--- src/rtl/decimal_counter.sv ---
// Purpose : run/stop up/down decimal counter (0..MAX_COUNT) for a 4-digit 7-segment display.
// Latency : display_number/wrap/running change on the edge that applies a tick, clear or start press.
// Flow    : no backpressure; raw button/switch inputs are synchronized and debounced internally.
//
// Ports:
//   clk            - single clock, all state changes on its rising edge
//   rst            - asynchronous active-high reset
//   btn_start      - raw push button, each accepted press toggles STOP/RUN
//   btn_clear      - raw push button, each accepted press zeroes count and prescaler
//   dir            - raw slide switch, 1 = count up, 0 = count down (synchronized only)
//   display_number - registered binary count 0..MAX_COUNT
//   running        - registered, high while in RUN
//   wrap           - registered one-cycle pulse when the count wraps around
module decimal_counter #(
  parameter int TICK_DIV        = 100_000_000,
  parameter int DEBOUNCE_CYCLES = 1_000_000,
  parameter int MAX_COUNT       = 9999
) (
  input  logic        clk,
  input  logic        rst,
  input  logic        btn_start,
  input  logic        btn_clear,
  input  logic        dir,
  output logic [15:0] display_number,
  output logic        running,
  output logic        wrap
);

  localparam int PW = (TICK_DIV > 2) ? $clog2(TICK_DIV) : 1;
  localparam int DW = (DEBOUNCE_CYCLES > 2) ? $clog2(DEBOUNCE_CYCLES) : 1;

  localparam logic [PW-1:0] PRESC_LAST = PW'(TICK_DIV - 1);
  localparam logic [DW-1:0] DB_LAST    = DW'(DEBOUNCE_CYCLES - 1);
  localparam logic [15:0]   COUNT_MAX  = 16'(MAX_COUNT);

  // Button index map for the packed per-button vectors below.
  localparam int B_START = 0;
  localparam int B_CLEAR = 1;
  localparam int NB      = 2;

  typedef enum logic {
    ST_STOP = 1'b0,
    ST_RUN  = 1'b1
  } state_t;

  // --------------------------------------------------------------------
  // Input synchronizers (two flops per raw input)
  // --------------------------------------------------------------------
  logic [NB-1:0] btn_raw;
  logic [NB-1:0] btn_meta_q;
  logic [NB-1:0] btn_sync_q;
  logic          dir_meta_q;
  logic          dir_sync_q;

  assign btn_raw = {btn_clear, btn_start};

  always_ff @(posedge clk or posedge rst) begin
    if (rst) begin
      btn_meta_q <= '0;
      btn_sync_q <= '0;
      dir_meta_q <= 1'b0;
      dir_sync_q <= 1'b0;
    end else begin
      btn_meta_q <= btn_raw;
      btn_sync_q <= btn_meta_q;
      dir_meta_q <= dir;
      dir_sync_q <= dir_meta_q;
    end
  end

  // --------------------------------------------------------------------
  // Debounce: a level is accepted after DEBOUNCE_CYCLES consecutive
  // cycles of disagreement with the currently accepted level. Any cycle
  // of agreement restarts the count, so short glitches never get through.
  // --------------------------------------------------------------------
  logic [NB-1:0][DW-1:0] db_cnt_q;
  logic [NB-1:0][DW-1:0] db_cnt_d;
  logic [NB-1:0]         acc_q;
  logic [NB-1:0]         acc_d;
  logic [NB-1:0]         press;

  always_comb begin
    db_cnt_d = db_cnt_q;
    acc_d    = acc_q;
    press    = '0;
    for (int b = 0; b < NB; b++) begin
      if (btn_sync_q[b] == acc_q[b]) begin
        db_cnt_d[b] = '0;
      end else if (db_cnt_q[b] == DB_LAST) begin
        acc_d[b]    = btn_sync_q[b];
        db_cnt_d[b] = '0;
        // The acceptance edge is the 0->1 transition itself, so the press
        // pulse is derived here rather than from a delayed copy of acc_q.
        press[b]    = btn_sync_q[b];
      end else begin
        db_cnt_d[b] = db_cnt_q[b] + DW'(1);
      end
    end
  end

  always_ff @(posedge clk or posedge rst) begin
    if (rst) begin
      db_cnt_q <= '0;
      acc_q    <= '0;
    end else begin
      db_cnt_q <= db_cnt_d;
      acc_q    <= acc_d;
    end
  end

  logic start_press;
  logic clear_press;

  assign start_press = press[B_START];
  assign clear_press = press[B_CLEAR];

  // --------------------------------------------------------------------
  // Run/stop FSM
  // --------------------------------------------------------------------
  state_t state_q;
  state_t state_d;

  always_comb begin
    state_d = state_q;
    if (start_press) begin
      case (state_q)
        ST_STOP: state_d = ST_RUN;
        ST_RUN:  state_d = ST_STOP;
        default: state_d = ST_STOP;
      endcase
    end
  end

  always_ff @(posedge clk or posedge rst) begin
    if (rst) begin
      state_q <= ST_STOP;
    end else begin
      state_q <= state_d;
    end
  end

  // --------------------------------------------------------------------
  // Prescaler: counts only while RUN is held across the edge. Forcing it
  // to zero on the entry edge places the first tick exactly TICK_DIV
  // cycles after the transition.
  // --------------------------------------------------------------------
  logic [PW-1:0] presc_q;
  logic [PW-1:0] presc_d;
  logic          tick;

  assign tick = (state_q == ST_RUN) && (presc_q == PRESC_LAST);

  always_comb begin
    presc_d = presc_q + PW'(1);
    if ((state_q != ST_RUN) || (state_d != ST_RUN) || clear_press || tick) begin
      presc_d = '0;
    end
  end

  always_ff @(posedge clk or posedge rst) begin
    if (rst) begin
      presc_q <= '0;
    end else begin
      presc_q <= presc_d;
    end
  end

  // --------------------------------------------------------------------
  // Count and wrap pulse. Clear wins over a coincident tick and also
  // suppresses the wrap pulse that tick would have produced.
  // --------------------------------------------------------------------
  logic [15:0] count_q;
  logic [15:0] count_d;
  logic        wrap_q;
  logic        wrap_d;

  always_comb begin
    count_d = count_q;
    wrap_d  = 1'b0;
    if (clear_press) begin
      count_d = '0;
    end else if (tick) begin
      if (dir_sync_q) begin
        if (count_q >= COUNT_MAX) begin
          count_d = '0;
          wrap_d  = 1'b1;
        end else begin
          count_d = count_q + 16'd1;
        end
      end else begin
        if (count_q == 16'd0) begin
          count_d = COUNT_MAX;
          wrap_d  = 1'b1;
        end else begin
          count_d = count_q - 16'd1;
        end
      end
    end
  end

  always_ff @(posedge clk or posedge rst) begin
    if (rst) begin
      count_q <= '0;
      wrap_q  <= 1'b0;
    end else begin
      count_q <= count_d;
      wrap_q  <= wrap_d;
    end
  end

  assign display_number = count_q;
  assign wrap           = wrap_q;
  // state_q is a single flop, so this is a registered output.
  assign running        = (state_q == ST_RUN);

endmodule

--- config.mk ---
export PLATFORM = sky130hd
export DESIGN_NAME = decimal_counter
export DESIGN_NICKNAME = d
export VERILOG_FILES = /design/src/rtl/decimal_counter.sv
export SDC_FILE = /design/constraint.sdc
export NUM_CORES = 1
export LEC_CHECK = 0
export CORE_MARGIN = 4
export CORE_UTILIZATION = 45
export DETAILED_ROUTE_END_ITERATION = 10
export PLACE_DENSITY_LB_ADDON = 0.15
export SYNTH_ARGS = -nofsm -noshare
export SYNTH_HDL_FRONTEND = slang
export SYNTH_SLANG_ARGS = --single-unit
--- constraint.sdc ---
create_clock -name clk -period 3 [get_ports clk]
set_input_delay 0.6 -clock clk [delete_from_list [all_inputs] [get_ports clk]]
set_output_delay 0.6 -clock clk [all_outputs]
set_load 0.05 [all_outputs]
# After elaboration in Yosys (flattened, before gate mapping)
# Index checks and enable logic that the tools add are counted.
# op_classes
bitwise,4
addsub,5
order_cmp,1
n_mux,21
eq_ne,5
n_reduce_logical,8
# ops
cell,count
$mux W16,5
$mux W20,4
$add A20 B1 Y20 const B,2
$eq A20 B20 Y1 const B,2
$add A27 B1 Y27 const B,1
$eq A27 B27 Y1 const B,1
$mux W27,1
$add A16 B1 Y16 const B,1
$ge A16 B14 Y1 const B,1
$logic_not A16 Y1,1
$sub A16 B1 Y16 const B,1
$mux W1,10
$not A1 Y1,4
$reduce_and A2 Y1,2
$logic_or A1 B1 Y1,3
$eq A1 B1 Y1,2
$pmux W1 S2,1
$reduce_bool A2 Y1,1
$logic_and A1 B1 Y1,1
# totals
out_inout_bits,18
word_cells,56
ff_bits,93
inputBits,5

# Depth between registers and ports, before layout
# depth
ltp_word,9
depth_mapped,10
ltp_nobuf,9

# Least setup slack after synthesis
# Ideal clock, no wire load.
# synth_path
kind,flip-flop to flip-flop
from,reg count_q[6] (netlist: display_number[6])
to,reg count_q[10] (netlist: display_number[10])
stages_incl_launch_ff,10
setup_ps,67
setup_slack_ps,392
t_required_ps,2933
arrival_ps,2540
period_less_slack_ps,2608
n_path_buf,3
path_cell_list,dfrtp_1 buf_6 or4_4 buf_6 o211ai_2 a31oi_1 or3_1 buf_6 o32ai_2 a22o_1
# synth_via
elab_chain_cells,5
word_cells_on_any_way,9
classes_between,add/sub (2); order compare (1); mux (5); reduce/logical (1)
# synth_rtl
item,line_no,rtl
"start, declared",172,logic [15:0] count_q;
"start signal, assigned",206,count_q <= count_d;
"$sub A16 B1 Y16, or another cell as far along",195,count_d = count_q - 16'd1;
"$mux W16, on equally long branches","191, 184",
$mux W16 (*),183,if (dir_sync_q) begin
$mux W16 (*),182,end else if (tick) begin
$mux W16 (*),180,if (clear_press) begin
# Every way passes the cells marked *; elsewhere a longest branch is shown, timed or not. The select of a mux whose other input is x is not followed.
# A chain may end at the register's enable or synchronous reset.

# Final worst setup path
# layout_path
from,reg presc_q[0]
to,reg count_q[10] (netlist: display_number[10])
# layout_via
elab_chain_cells,3
# layout_rtl
item,line_no,rtl
"start, declared",147,logic [PW-1:0] presc_q;
"start signal, assigned",164,presc_q <= presc_d;
$eq A27 B27 Y1,151,assign tick = (state_q == ST_RUN) && (presc_q == PRESC_LAST);
$logic_and A1 B1 Y1,151,
$reduce_bool A2 Y1 (no line),-,
# No other way between the ends.

==> impl_metrics.tcl <==
set metrics [dict create \
    ir_drop_uv 282 \
    synth_seq_area_share 0.467 \
    final_layout_size_suffix_gt1_frac 0.0773 \
    grt_start_max_net_pins 53 \
    critical_path.endpoint_type "flop" \
    power-per-cell-area_nw_per_um2 378 \
    io_pins 23 \
    setup.worst_path.start "presc_q[0]" \
    worst-endpoint-required_ps 3300 \
    slew_viol_final 0 \
    h-tree-depth 3 \
    finalWorstPathRequiredPeriod_ps 2610 \
    timing.reg2reg.worst_path_depth 7 \
    final-seq-area_um2 2330 \
    floorplan.die_area_um2 12800 \
    globalRouteOverflowTotal 0 \
    worst_clock_skew_ps 8.26 \
    clock_sinks 93 \
    chipHeight_um 113 \
    number_of_global_route_vias_before_repair 3714 \
    ant_nets 0 \
    max_slew.worst_pin.slew_ps 674 \
    tritoncts "done" \
    clock.fmax_mhz 383 \
    critPathKind "flop to flop" \
    endpoint_of_the_lowest_slack_register_to_register_path "display_number[10]" \
    ys.flop_type "dfrtp_1" \
    clkSlewWorstSetupHoldPaths_ps 80 \
    routed-via-count 3723 \
    slowest_delay_ps 530 \
    worst_setup_path_start_kind "flop" \
    postCtsSetupRepairBufs 0 \
    initialDrtViolationCount 156 \
    cts-buffers-inserted 9 \
    arrival_ps 2910 \
    postSynthRegisterBits 93 \
    timing.critical_path.cells "ha_1, and3_1, nand3_1, or3_2, or3_1, o32ai_2, a22o_1" \
    routed_wl_um 9970 \
    placer_congestion 0.901 \
    clk_latency_ps 360 \
    placement_rows 38 \
    status "finished, final reports clean" \
    dieWidth_um 113 \
    worstReg2RegStart "presc_q[0]" \
    worst_slew_margin_relative_to_its_limit 0.547 \
    sw_frac_of_total 0.234 \
    number_of_endpoints_with_negative_hold_slack_in_the_final_report 0 \
    postSynthNetCount 545 \
    routed_via_density 5.35 \
    rsz0062_at_grt "no" \
    power.switching_w 0.000484 \
    area.growth.synth_to_final_pct 9.52 \
    ctsResizeCount 0 \
    n_antenna_cell 0 \
    yosysWarnings 0 \
    finalSetupViolCount 0 \
    clock_group_share_of_total_power 0.347 \
    core_region_area_um2 10800 \
    number_of_antenna_violations_at_the_first_check_in_global_routing 0 \
    timing.final.crit_share 0.870 \
    regToRegSetupSlack_ps 390 \
    static-leakage-power_nw 2.30 \
    syn_avg_cell_area_um2 9.35 \
    number_of_enable_type_register_cells_in_the_synthesized_netlist 0 \
    comb_power_share 0.036 \
    levels_on_crit_path 7 \
    cts-root-to-sink-buffers 2 \
    pre_cts_ws_ps 396 \
    drc 0 \
    sequentialPowerShare 0.617 \
    path_delay_family "simple AND/OR/NAND/NOR gates" \
    routed_wire_length_per_instance_um 14.3 \
    path_buf_inv 0 \
    multi_input_gate_area_um2 2440 \
    post_synth_instance_area_um2 4980 \
    p_int_w 0.00158 \
    place_hpwl_um 6970 \
    hold_buf_cts 0 \
    syn-instance-count 533 \
    critical_path.slowest_cell "or3_1" \
    grt_use_total 0.170 \
    setup_tns_ps 0 \
    endpoint "display_number[10]" \
    layout.filler_cells 1032 \
    initial_util 0.460 \
    netlist-cell-type-count 53 \
    cts-root-buf "clkbuf_8" \
    drtPass1Iterations 4 \
    port-buffer-count 22 \
    max-cap-violations 0 \
    final_net_count 565 \
    first_pass_grt_wire_length_um 17900 \
    postSynth.asyncResetShare 1.00 \
    timing.hold.worst.class "flop to flop" \
    worst-path-max-fanout 9 \
    setup_slack_ps 390 \
]
## placed cells by master, fill, tap and decap left out, types with 7 or more instances in the layout
cell type	netlist	final
xor2_1	45	45
nand3_1	27	27
clkdlybuf4s50_1	0	22
clkbuf_8	4	9
xnor2_1	29	29
nand4_1	19	19
nor4_1	12	11
o21ai_0	17	17
ha_1	7	7
and3_1	15	15
buf_4	1	9
dfrtp_1	93	93
inv_1	14	13
nor2_1	103	103
nor3_1	22	22
a21oi_1	7	7
nand2_1	40	40
## metrics by stage
stage | std cells | instance area (um^2) | hold slack, ps | total power [W] | util
2_1_floorplan | 533 | 4990 | 331 | 0.00135 | -
3_3_place_gp | 682 | 5300 | 334 | 0.00137 | 0.489
3_5_place_dp | 682 | 5300 | 335 | 0.00138 | 0.489
4_1_cts | 696 | 5460 | 354 | 0.00210 | 0.503
5_1_grt | 696 | 5460 | 373 | 0.00216 | 0.503
6_report | 696 | 5460 | 352 | 0.00206 | 0.503
## logic make-up after synthesis
kind of cell	after synthesis	synth area share
and+or+nand+nor	271	0.266
DFF	93	0.467
xor gates and xnor gates	74	0.130
AOI/OAI and AO/OA	49	0.0696
buffers and inverters	37	0.0452
adders and majority gates	7	0.0176
muxes	2	0.00452
## layout make-up
class | count | area share
flip-flops and latches | 93 | 0.427
multi-input cells | 403 | 0.446
inverters | 14 | 0.0103
clock inverters | 4 | 0.00482
repair buffers | 32 | 0.0564
clock buffers | 10 | 0.0234
well taps | 140 | 0.0321
## registers in the layout, summed over array words and instances (netlist names)
name and flops:
display_number 16, dir_sync_q 1, dir_meta_q 1, btn_sync_q 2, db_cnt_q 40, btn_meta_q 2, running 1, wrap 1
presc_q 27, acc_q 2
## metal layers
layer	routed length, um	up-vias	GRT usage
met5	0	-	0
met4	145	0	0.0553
met3	335	12	0.0294
met2	4490	56	0.260
met1	5010	1789	0.245
li1	-	1866	-
## synth_stat cells (all sizes together) (5+ instances only)
cell    count  area, um^2
and3       18         116
clkbuf     13        88.8
dfrtp      93        2330
inv        14        52.6
nand2      40         150
xor2       45         394
nor3       22         110
nor2      103         387
buf        10        83.8
o21ai      17        85.1
ha          7        87.6
nand4      19         119
nand3      27         135
xnor2      29         254
a21oi       7        35.0
nor4       12        75.1
or3         5        33.8
## worst register-to-register path, cell delays in order, from the launching register on
cell	delay, ps
dfrtp_1	390
ha_1	190
and3_1	270
nand3_1	170
or3_2	490
or3_1	530
o32ai_2	330
a22o_1	170
## worst min-delay path by stage
stage                     to  cells past startpoint  slack (ps)     startpoint
4_1_cts        btn_sync_q[0]                      0         350  btn_meta_q[0]
3_5_place_dp   btn_sync_q[0]                      0         330  btn_meta_q[0]
3_3_place_gp   btn_sync_q[0]                      0         330  btn_meta_q[0]
5_1_grt        btn_sync_q[0]                      0         370  btn_meta_q[0]
2_1_floorplan  btn_sync_q[0]                      0         330  btn_meta_q[0]
6_report       btn_sync_q[0]                      0         350  btn_meta_q[0]
## power groups by stage
stage / clock [W] / sequential, W / combinational (W)
final: 0.000716 / 0.00127 / 0.0000751
after global routing: 0.000800 / 0.00128 / 0.0000876
after CTS: 0.000749 / 0.00127 / 0.0000780
after detailed placement: 0 / 0.00130 / 0.0000777
after global placement: 0 / 0.00130 / 0.0000765
after floorplan: 0 / 0.00129 / 0.0000561
No activity file was read; power rests on OpenSTA's default activity.
